**src/rtl/adc_pkg.sv**
```systemverilog
// Shared types and frame constants for the 2-channel serial ADC scan controller.
package adc_pkg;

    typedef enum logic [2:0] {
        IDLE  = 3'd0,
        SETUP = 3'd1,
        SHIFT = 3'd2,
        DONE  = 3'd3,
        HOLD  = 3'd4
    } adc_state_e;

    localparam int unsigned FRAME_BITS     = 16;
    localparam int unsigned DATA_FIRST_BIT = 5;
    localparam int unsigned DATA_LAST_BIT  = 14;
    localparam int unsigned BIT_IDX_W      = 4;

    localparam logic CMD_START = 1'b1;
    localparam logic CMD_SGL   = 1'b1;
    localparam logic CMD_MSBF  = 1'b1;

    // Command bit driven on din for frame bit k; zero from the null bit onward.
    function automatic logic cmd_bit(input logic [BIT_IDX_W-1:0] k, input logic ch);
        logic v;
        v = 1'b0;
        case (k)
            4'd0:    v = CMD_START;
            4'd1:    v = CMD_SGL;
            4'd2:    v = ch;
            4'd3:    v = CMD_MSBF;
            default: v = 1'b0;
        endcase
        return v;
    endfunction

endpackage

```
**src/rtl/adc_sclk_gen.sv**
```systemverilog
// Serial clock divider: CLK_DIV clk cycles per half-period, low half first,
// with rise/fall strobes and a frame bit index. Clears whenever disabled.
module adc_sclk_gen
    import adc_pkg::*;
#(
    parameter int unsigned CLK_DIV = 4
) (
    input  logic                 clk,
    input  logic                 rstc_n,
    input  logic                 i_en,
    output logic                 o_sclk,
    output logic                 o_rise_c,
    output logic                 o_fall_c,
    output logic [BIT_IDX_W-1:0] o_bit_idx
);

    localparam int unsigned DIV_W = 8;
    localparam logic [DIV_W-1:0] HALF_LAST = DIV_W'(CLK_DIV - 1);

    logic [DIV_W-1:0]     r_cnt;
    logic                 r_phase;
    logic [BIT_IDX_W-1:0] r_bit;
    logic                 w_half_end;

    assign w_half_end = i_en && (r_cnt == HALF_LAST);
    assign o_rise_c   = w_half_end && !r_phase;
    assign o_fall_c   = w_half_end && r_phase;
    assign o_sclk     = r_phase;
    assign o_bit_idx  = r_bit;

    // Half-period counter, sclk phase and bit index (advances on each falling edge).
    always_ff @(posedge clk or negedge rstc_n) begin
        if (!rstc_n) begin
            r_cnt   <= '0;
            r_phase <= 1'b0;
            r_bit   <= '0;
        end else if (!i_en) begin
            r_cnt   <= '0;
            r_phase <= 1'b0;
            r_bit   <= '0;
        end else if (w_half_end) begin
            r_cnt   <= '0;
            r_phase <= ~r_phase;
            if (r_phase) begin
                r_bit <= r_bit + BIT_IDX_W'(1);
            end
        end else begin
            r_cnt <= r_cnt + DIV_W'(1);
        end
    end

endmodule

```
**src/rtl/adc_scan_ctrl.sv**
```systemverilog
// Round-robin arbiter, periodic scan scheduler and 16-bit frame sequencer for a
// 2-channel 10-bit serial ADC, with per-channel threshold alarms.
module adc_scan_ctrl
    import adc_pkg::*;
#(
    parameter int unsigned CLK_DIV     = 4,
    parameter int unsigned SCAN_PERIOD = 1000,
    parameter int unsigned DATA_W      = 10
) (
    input  logic              clk,
    input  logic              rstc_n,
    input  logic [1:0]        req,
    output logic [1:0]        gnt,
    input  logic              scan_en,
    input  logic [DATA_W-1:0] threshold,
    output logic              adc_sclk,
    output logic              adc_cs_n,
    output logic              adc_din,
    input  logic              adc_dout,
    output logic [DATA_W-1:0] result,
    output logic              result_ch,
    output logic              result_valid,
    output logic [1:0]        alarm,
    output logic              busy
);

    localparam int unsigned CNT_W = 9;
    localparam int unsigned TMR_W = $clog2(SCAN_PERIOD);
    localparam logic [CNT_W-1:0] SETUP_LAST = CNT_W'(CLK_DIV - 1);
    localparam logic [CNT_W-1:0] HOLD_LAST  = CNT_W'(2 * CLK_DIV - 1);
    localparam logic [TMR_W-1:0] TMR_LAST   = TMR_W'(SCAN_PERIOD - 1);

    adc_state_e           r_state;
    logic [CNT_W-1:0]     r_cnt;
    logic                 r_ch;
    logic                 r_rr;
    logic                 r_din;
    logic                 r_cs_n;
    logic [DATA_W-1:0]    r_shift;
    logic [DATA_W-1:0]    r_result;
    logic                 r_result_ch;
    logic                 r_valid;
    logic [1:0]           r_gnt;
    logic [1:0]           r_alarm;
    logic                 r_busy;
    logic [1:0]           r_pending;
    logic [TMR_W-1:0]     r_timer;

    logic [1:0]           w_cand;
    logic                 w_pick;
    logic                 w_tick;
    logic                 w_sclk_en;
    logic                 w_sclk;
    logic                 w_rise;
    logic                 w_fall;
    logic [BIT_IDX_W-1:0] w_bit;
    logic                 w_data_bit;
    logic                 w_last_bit;

    assign w_cand     = req | r_pending;
    // On a tie the channel after the last served one wins.
    assign w_pick     = (&w_cand) ? ~r_rr : w_cand[1];
    assign w_tick     = scan_en && (r_timer == TMR_LAST);
    assign w_sclk_en  = (r_state == SHIFT);
    assign w_data_bit = (w_bit >= BIT_IDX_W'(DATA_FIRST_BIT)) && (w_bit <= BIT_IDX_W'(DATA_LAST_BIT));
    assign w_last_bit = (w_bit == BIT_IDX_W'(FRAME_BITS - 1));

    adc_sclk_gen #(
        .CLK_DIV (CLK_DIV)
    ) u_sclk_gen (
        .clk       (clk),
        .rstc_n    (rstc_n),
        .i_en      (w_sclk_en),
        .o_sclk    (w_sclk),
        .o_rise_c  (w_rise),
        .o_fall_c  (w_fall),
        .o_bit_idx (w_bit)
    );

    assign adc_sclk     = w_sclk;
    assign adc_cs_n     = r_cs_n;
    assign adc_din      = r_din;
    assign result       = r_result;
    assign result_ch    = r_result_ch;
    assign result_valid = r_valid;
    assign gnt          = r_gnt;
    assign alarm        = r_alarm;
    assign busy         = r_busy;

    // Auto-scan timer: free-runs while enabled, cleared when disabled.
    always_ff @(posedge clk or negedge rstc_n) begin
        if (!rstc_n) begin
            r_timer <= '0;
        end else if (!scan_en) begin
            r_timer <= '0;
        end else if (w_tick) begin
            r_timer <= '0;
        end else begin
            r_timer <= r_timer + TMR_W'(1);
        end
    end

    // Pending scan requests: a tick re-arms both channels and beats a same-cycle clear.
    always_ff @(posedge clk or negedge rstc_n) begin
        if (!rstc_n) begin
            r_pending <= 2'b00;
        end else if (w_tick) begin
            r_pending <= 2'b11;
        end else if (r_state == DONE) begin
            r_pending[r_ch] <= 1'b0;
        end
    end

    // Frame sequencer with registered link, result and alarm outputs.
    always_ff @(posedge clk or negedge rstc_n) begin
        if (!rstc_n) begin
            r_state     <= IDLE;
            r_cnt       <= '0;
            r_ch        <= 1'b0;
            r_rr        <= 1'b1;
            r_din       <= 1'b0;
            r_cs_n      <= 1'b1;
            r_shift     <= '0;
            r_result    <= '0;
            r_result_ch <= 1'b0;
            r_valid     <= 1'b0;
            r_gnt       <= 2'b00;
            r_alarm     <= 2'b00;
            r_busy      <= 1'b0;
        end else begin
            r_valid <= 1'b0;
            r_gnt   <= 2'b00;
            case (r_state)
                IDLE: begin
                    if (|w_cand) begin
                        r_state <= SETUP;
                        r_ch    <= w_pick;
                        r_rr    <= w_pick;
                        r_cnt   <= '0;
                        r_cs_n  <= 1'b0;
                        r_din   <= CMD_START;
                        r_busy  <= 1'b1;
                    end
                end
                SETUP: begin
                    if (r_cnt == SETUP_LAST) begin
                        r_state <= SHIFT;
                        r_cnt   <= '0;
                    end else begin
                        r_cnt <= r_cnt + CNT_W'(1);
                    end
                end
                SHIFT: begin
                    if (w_rise && w_data_bit) begin
                        r_shift <= {r_shift[DATA_W-2:0], adc_dout};
                    end
                    if (w_fall) begin
                        if (w_last_bit) begin
                            r_state     <= DONE;
                            r_cs_n      <= 1'b1;
                            r_din       <= 1'b0;
                            r_result    <= r_shift;
                            r_result_ch <= r_ch;
                            r_valid     <= 1'b1;
                            r_gnt       <= r_ch ? 2'b10 : 2'b01;
                        end else begin
                            r_din <= cmd_bit(w_bit + BIT_IDX_W'(1), r_ch);
                        end
                    end
                end
                DONE: begin
                    r_alarm[r_ch] <= (r_result > threshold);
                    r_state       <= HOLD;
                    r_cnt         <= '0;
                end
                HOLD: begin
                    if (r_cnt == HOLD_LAST) begin
                        r_state <= IDLE;
                        r_busy  <= 1'b0;
                    end else begin
                        r_cnt <= r_cnt + CNT_W'(1);
                    end
                end
                default: begin
                    r_state <= IDLE;
                    r_cs_n  <= 1'b1;
                    r_din   <= 1'b0;
                    r_busy  <= 1'b0;
                end
            endcase
        end
    end

endmodule

```
**config.mk**
```make
export PLATFORM = sky130hd
export DESIGN_NAME = adc_scan_ctrl
export DESIGN_NICKNAME = d
export VERILOG_FILES = /design/src/rtl/adc_pkg.sv /design/src/rtl/adc_sclk_gen.sv /design/src/rtl/adc_scan_ctrl.sv
export SDC_FILE = /design/constraint.sdc
export NUM_CORES = 1
export LEC_CHECK = 0
export CORE_MARGIN = 8
export CORE_UTILIZATION = 45
export CTS_CLUSTER_SIZE = 30
export DETAILED_ROUTE_END_ITERATION = 12
export PLACE_DENSITY_LB_ADDON = 0.05
export SLEW_MARGIN = 0
export SYNTH_ARGS = -nofsm -noshare
export SYNTH_HDL_FRONTEND = slang
export SYNTH_SLANG_ARGS = --single-unit
```
**constraint.sdc**
```tcl
create_clock -name clk -period 5.1 [get_ports clk]
set_clock_uncertainty 0.1 [all_clocks]
set_input_delay 1.02 -clock clk [delete_from_list [all_inputs] [get_ports clk]]
set_output_delay 1.02 -clock clk [all_outputs]
set_load 0.005 [all_outputs]
```
==> metrics.sh, run 1 <==
SYNTH.AREA.TOP_CELLS='sky130_fd_sc_hd__dfrtp_1 (46%), sky130_fd_sc_hd__ha_1 (7.0%), sky130_fd_sc_hd__mux2_2 (6.9%), sky130_fd_sc_hd__nand3_1 (3.1%), sky130_fd_sc_hd__nor2_1 (2.9%)'
RRSETUPSLACK_NS=2.40
WORST_SETUP_PATH_ENDPOINT='r_cnt[5]'
CP.REQUIRED_NS=5.20
CTS_MAX_PATH_BUFFERS=2
CTSROOTBUFFERMASTER='sky130_fd_sc_hd__clkbuf_8'
HP-CLASS='reg -> reg'
SYNTH-ASYNC-RESET-RATIO_PCT=100
POST_CTS_HOLD_BUFFER_COUNT=0
PLACEMENT.IO_BUFFERS=35
GRT_PASS1_VIAS=2730
SEQUENTIAL_CELL_AREA_SQ_MM=0.00170
MULTI_INPUT_AREA_SQ_MM=0.00177
SYNTH_TOP_AREA_SHARE_PCT=46.3
TIMING.CRITICAL_PATH.SLOWEST_STAGE_CELL='sky130_fd_sc_hd__nor4_1'
MET3_USAGE_PCT=3.99
SYNTH.YOSYS.SEQ_AREA_SHARE_PCT=47.7
LAYOUT_MIN_CYCLE_TIME_NS=3.04
GRT_UTIL_MET1_PCT=18.7
ROWS=32
LAYOUT_OVERHEAD_ON_THE_SYNTHESIZED_AREA_PCT=17.8
CRITPATHLAUNCHTYPE='input port'
DETAIL_ROUTE_ANTENNA_NETS=0
SYNTH.CELL_AREA_SQ_MM=0.00357
GRT_ANTENNA_BEFORE_REPAIR=0
CLK_PIN_SLEW_NS=0.08
NUM_IO_PINS=36
POST_CTS_RESIZED=0
SYNTH.LIB_CELLS_USED.DISTINCT=53
NUMBER_OF_NETS_IN_THE_LAYOUT=416
CRIT_FANOUT=10
CLK_LAT_WORST_SKEW_NS=0.35
WORST_SETUP_PATH_STARTPOINT='req[0]'
WORST_PIN_SLEW_NS=1.09
YOSYS_WARNINGS=0
DRT_ITER0_DRC=53
DRCVIOLATIONCOUNT=0
GP_ROUTABILITY_CONGESTION=0.790
POWER.LEAKAGE_nW=1.90
VIAS=2595
SETUP.WORST_PATH.CLASS='in -> reg'
LARGEST_NET_DEGREE_AT_THE_START_OF_GLOBAL_ROUTING=47
FINALWIRELENGTH_UM=7360
PERIOD_SHARE_PCT=59.6
PATH_DEPTH=5
FF2FF_PATH_DEPTH=4
SETUP_VIOL=0
DETAIL_ROUTE.WL_PER_CELL_UM=15.1
FLOORPLAN.DIE.HEIGHT_UM=105
DP_HPWL_UM=5130
FINAL_LAYOUT_SIZE_SUFFIX_GT1_SHARE_PCT=14.3
GLOBAL_ROUTE.USAGE.TOTAL_PCT=14.6
CRITPATHARRIVALTIME_NS=3.14
FINAL-HOLD-VIOLATION-COUNT=0
GRTUSAGEMET2_PCT=22.5
FINALMAXSLEWVIOLATIONS=0
GRT_FIRST_PASS_WIRELENGTH_UM=13200
RR_ENDPOINT='result[4]'
MAXSLEWHEADROOM_PCT=27.6
CLOCK.FMAX_MHz=329
DRV_CAP=0
RSZ0062_AT_GRT='no'
CTS_TREE='yes'
STATUS='completed'
R2R_START='r_state[1]'
START_UTIL_PCT=46.2
TRITONCTS_NUM_SINKS=68
GLOBALROUTEOVERFLOWTOTAL=0
SYNTH_ENABLE_FLOP_CELLS=0
CP_ENDPOINT_KIND='register'
FLOORPLAN.DIE_AREA_SQ_MM=0.0110
CRIT_BUF_INV=1
CLOCK_TREE.HTREE_LEVEL_COUNT=3
DRT-VIAS-PER-INSTANCE=5.33
CTS_POST_SETUP_BUFFERS_INSERTED=0
CORE-AREA_SQ_MM=0.00773
DRT_PRE_ANTENNA_ITERS=4
SYN_AREA_PER_CELL_SQ_UM=10.5
GRT-BUSIEST-LAYER='met2'
YOSYS.AREA.TOP_TYPE='sky130_fd_sc_hd__dfrtp_1'
CTS-BUFFERS-INSERTED=9
POWER.DENSITY_CELL_AREA_mW_PER_MM2=230
FINAL_DESIGN_AREA_NO_FILL_SQ_MM=0.00421
IR_DROP_mV=0.102
CRITICAL_PATH.MAX_STAGE_DELAY_NS=0.66
TOTALNEGATIVESETUPSLACK_NS=0
ANTENNA_CELLS_INSERTED=0
DOMINANTREGCELLSYNTH='sky130_fd_sc_hd__dfrtp_1'
SYN_INST=339
FILLER_CELL_COUNT=712
PLACE_AREA_SQ_MM=0.00404
TIMING.CRITICAL_PATH.CELLS='clkdlybuf4s50_1 > nor4_1 > o31a_1 > o2bb2ai_1 > o211ai_1'
SYNTH_SEQ_CELLS=68
HORIZ_DIE_DIM_UM=105
MAPPEDNETLISTNETS=375
PATH_DELAY_FAMILY='compound AO/OA/AOI/OAI gates'
[flip-flops by register name, indices dropped and copies added (netlist names), 2 cells and up]
register              flops
u_sclk_gen.o_bit_idx      4
r_timer                  10
r_state                   3
r_pending                 2
r_cnt                     9
r_shift                  10
gnt                       2
alarm                     2
result                   10
u_sclk_gen.r_cnt          8
[stage by stage]
step                      util [%]  hold WS (ns)  total power, mW  std cells  worst slack, ns
after floorplan                  -         0.333            0.563        339             2.58
after global placement        52.2         0.350            0.589        471             1.86
after detailed placement      52.2         0.356            0.589        471             1.71
after CTS                     54.5         0.366            0.985        487             2.06
after global routing          54.5         0.380             1.01        487             1.88
final                         54.5         0.368            0.969        487             2.06
[worst register-to-register path, stage by stage, from the launching register on]
cell and delay (ns):
sky130_fd_sc_hd__dfrtp_1 0.61, sky130_fd_sc_hd__nor3b_1 0.54, sky130_fd_sc_hd__nand3_1 0.14, sky130_fd_sc_hd__nor2_1 0.79, sky130_fd_sc_hd__mux2_2 0.42
[cell usage in the layout (no fill, tap or decap), types with 8 or more instances in the layout]
master,netlist,layout
sky130_fd_sc_hd__dfrtp_1,66,66
sky130_fd_sc_hd__clkdlybuf4s50_1,0,34
sky130_fd_sc_hd__nor2_1,28,28
sky130_fd_sc_hd__nand3_1,22,22
sky130_fd_sc_hd__mux2_2,22,22
sky130_fd_sc_hd__ha_1,20,20
sky130_fd_sc_hd__nand2_1,18,18
sky130_fd_sc_hd__inv_1,17,17
sky130_fd_sc_hd__o21ai_0,16,16
sky130_fd_sc_hd__xor2_1,10,10
sky130_fd_sc_hd__and3_1,10,10
sky130_fd_sc_hd__clkbuf_8,0,10
sky130_fd_sc_hd__nor2b_1,9,9
sky130_fd_sc_hd__o211ai_1,9,9
sky130_fd_sc_hd__xnor2_1,8,8
[synth_stat cells, drive strengths merged (3+ instances only)]
| cell | n |
|---|---|
| nand3 | 23 |
| ha | 20 |
| and2 | 5 |
| a21oi | 7 |
| and3 | 13 |
| o211ai | 9 |
| nor2b | 9 |
| nand2 | 18 |
| nand4b | 3 |
| inv | 17 |
| or2 | 4 |
| mux2 | 22 |
| xor2 | 10 |
| nor2 | 28 |
| o21ai | 16 |
| nor4 | 4 |
| xnor2 | 8 |
| clkbuf | 7 |
| dfrtp | 66 |
| nand2b | 7 |
| nor3 | 7 |
[per-layer routing]
layer	part of all wire [%]	routed length [um]	up-vias
met5	0	0	-
met1	49	3630	1257
met3	4.3	316	9
li1	-	-	1287
met2	45	3290	42
met4	1.7	123	0
[power breakdown]
group | internal, mW | switching (mW) | total, mW
sequential | 0.541 | 0.00183 | 0.543
clock | 0.189 | 0.202 | 0.391
combinational | 0.0154 | 0.0194 | 0.0348
total | 0.746 | 0.223 | 0.969
[final cells by class]
cell class,instances,area share (%)
flip-flops and latches,68,40.5
clock buffers,12,3.45
multi-input cells,246,42.1
well taps,102,3.03
inverters,17,1.52
repair buffers,38,8.74
clock inverters,4,0.654
[how the worst min path moves through the flow]
stage                     depth (start not counted)       start    endpoint  slack, ns
after floorplan                                   1  r_timer[0]  r_timer[0]       0.33
after global placement                            1  r_timer[0]  r_timer[0]       0.35
after detailed placement                          1  r_timer[0]  r_timer[0]       0.36
after CTS                                         1  r_timer[0]  r_timer[0]       0.37
after global routing                              1  r_timer[0]  r_timer[0]       0.38
final                                             1  r_timer[0]  r_timer[0]       0.37
[logic make-up after synthesis]
kind of cell	after synthesis	synth area share (%)
AOI/OAI and AO/OA	51	9.53
buffers and inverters	25	2.66
DFF	68	47.7
and+or+nand+nor	134	21.4
muxes	23	7.22
xor gates and xnor gates	18	4.41
adders and majority gates	20	7.01
Note: power is estimated with default switching activity, not from simulation.
==> run 2: changes to the inputs <==
==> constraint.sdc (replaced) <==
create_clock -name clk -period 2.5 [get_ports clk]
set_clock_uncertainty 0.1 [all_clocks]
set_input_delay 0.5 -clock clk [delete_from_list [all_inputs] [get_ports clk]]
set_output_delay 0.5 -clock clk [all_outputs]
set_load 0.005 [all_outputs]
==> run 2 against run 1 <==
- power rose by 120%
- worst setup slack got worse by 1.6 ns
- highest routed layer unchanged
- sequential cell count did not move
- die area did not move
- critical path depth rose by 2
- global-route usage fell by 0.44 points
- register-to-register slack got worse by 2.0 ns
==> metrics.sh, run 2 (same netlist as run 1, synthesis figures left out) <==
PERIOD_SHARE_PCT=83.4
CP_ENDPOINT_KIND='register'
START_UTIL_PCT=46.2
POWER.DENSITY_CELL_AREA_mW_PER_MM2=501
LAYOUT_MIN_CYCLE_TIME_NS=2.09
DETAIL_ROUTE.WL_PER_CELL_UM=14.5
SETUP.WORST_PATH.CLASS='in -> reg'
FINALWIRELENGTH_UM=7210
RRSETUPSLACK_NS=0.44
CRIT_BUF_INV=2
FINALMAXSLEWVIOLATIONS=0
POST_CTS_HOLD_BUFFER_COUNT=0
DRV_CAP=0
GLOBALROUTEOVERFLOWTOTAL=0
DRT-VIAS-PER-INSTANCE=5.22
POWER.LEAKAGE_nW=1.98
CLOCK.FMAX_MHz=480
MAXSLEWHEADROOM_PCT=64.1
CLK_LAT_WORST_SKEW_NS=0.34
CRITPATHLAUNCHTYPE='input port'
VIAS=2600
ANTENNA_CELLS_INSERTED=0
GRT_UTIL_MET1_PCT=19.1
GRTUSAGEMET2_PCT=20.7
CRITICAL_PATH.MAX_STAGE_DELAY_NS=0.46
WORST_PIN_SLEW_NS=0.533
PATH_DELAY_FAMILY='buffers and inverters'
CRIT_FANOUT=3
HP-CLASS='in -> async'
GRT_FIRST_PASS_WIRELENGTH_UM=12800
DP_HPWL_UM=5140
POST_CTS_RESIZED=0
MOST-COMMON-LAYOUT-CELLS='sky130_fd_sc_hd__dfrtp_1 (66), sky130_fd_sc_hd__clkdlybuf4s50_1 (34), sky130_fd_sc_hd__nor2_1 (28)'
DRCVIOLATIONCOUNT=0
FINAL_LAYOUT_SIZE_SUFFIX_GT1_SHARE_PCT=16.7
CLK_PIN_SLEW_NS=0.08
TIMING.CRITICAL_PATH.SLOWEST_STAGE_CELL='sky130_fd_sc_hd__clkdlybuf4s50_1'
FINAL_COMMON_CELL='sky130_fd_sc_hd__dfrtp_1'
GRT_ANTENNA_BEFORE_REPAIR=0
CTS-BUFFERS-INSERTED=9
CTS_TREE='yes'
DETAIL_ROUTE_ANTENNA_NETS=0
NUMBER_OF_NETS_IN_THE_LAYOUT=427
DRT_PRE_ANTENNA_ITERS=4
LAYOUT_OVERHEAD_ON_THE_SYNTHESIZED_AREA_PCT=21.8
ROWS=32
GRT-BUSIEST-LAYER='met2'
RSZ0062_AT_GRT='no'
DRT_ITER0_DRC=96
STATUS='completed'
TOTALNEGATIVESETUPSLACK_NS=0
CTS_MAX_PATH_BUFFERS=2
INSTANCES_NO_FILL=498
WORST_HOLD_SLACK_NS=0.0657
CP.REQUIRED_NS=2.61
CTS_POST_SETUP_BUFFERS_INSERTED=0
IR_DROP_mV=0.302
GRT_PASS1_VIAS=2605
SETUP_VIOL=0
CTSROOTBUFFERMASTER='sky130_fd_sc_hd__clkbuf_8'
HORIZ_DIE_DIM_UM=105
GP_ROUTABILITY_CONGESTION=0.804
CLOCK_TREE.HTREE_LEVEL_COUNT=3
MET3_USAGE_PCT=5.16
FLOORPLAN.DIE.HEIGHT_UM=105
LARGEST_NET_DEGREE_AT_THE_START_OF_GLOBAL_ROUTING=69
FINAL-HOLD-VIOLATION-COUNT=0
GLOBAL_ROUTE.USAGE.TOTAL_PCT=14.1
NUM_IO_PINS=36
TRITONCTS_NUM_SINKS=68
CRITPATHARRIVALTIME_NS=2.19
FLOORPLAN.DIE_AREA_SQ_MM=0.0110
NUMPLACEDINSTANCES=482
PLACEMENT.IO_BUFFERS=35
TIMING.CRITICAL_PATH.CELLS='clkdlybuf4s50_1 > inv_1 > ha_1 > and4_1 > and3_1 > a221oi_1 > o21ai_0'
CORE-AREA_SQ_MM=0.00773
## run 2: worst paths after layout
check	from	to	depth (start not counted)
hold / removal	rstc_n	u_sclk_gen.r_cnt[4]	2
min in group clk	r_timer[0]	r_timer[0]	1
setup reg to reg	r_cnt[5]	r_cnt[3]	5
max in group asynchronous	rstc_n	r_rr	2
setup / recovery	threshold[8]	alarm[1]	7
hold reg to reg	r_timer[0]	r_timer[0]	1
## run 2: metrics by stage
| stage | power, mW | setup WS [ns] | area, sq um | util (%) |
|---|---|---|---|---|
| 3_3_place_gp | 1.20 | 0.117 | 4130 | 53.4 |
| 3_5_place_dp | 1.20 | 0.0576 | 4130 | 53.4 |
| 5_1_grt | 2.28 | 0.251 | 4350 | 56.3 |
| 2_1_floorplan | 1.15 | 0.376 | 3570 | - |
| 4_1_cts | 2.22 | 0.449 | 4350 | 56.3 |
| 6_report | 2.18 | 0.415 | 4350 | 56.3 |
## run 2: power breakdown
part	switching (mW)	total, mW	leakage, nW	internal (mW)
Combinational	0.0390	0.0727	0.990	0.0336
Clock	0.411	0.999	0.107	0.588
Sequential	0.00354	1.11	0.887	1.10
## run 2: area by class of cell
type	instances	area, sq um
clock buffer	12	145
inverter	17	63.8
clock inverter	4	72.6
tap	102	128
fill	695	3380
timing repair buffer	49	463
sequential	68	1700
multi-input combinational	246	1770
## run 2: layer usage
layer / part of all wire [%] / vias up
met1: 51 / 1252
met5: 0 / -
met2: 44 / 35
met4: 0.89 / 0
met3: 3.9 / 6
li1: - / 1307
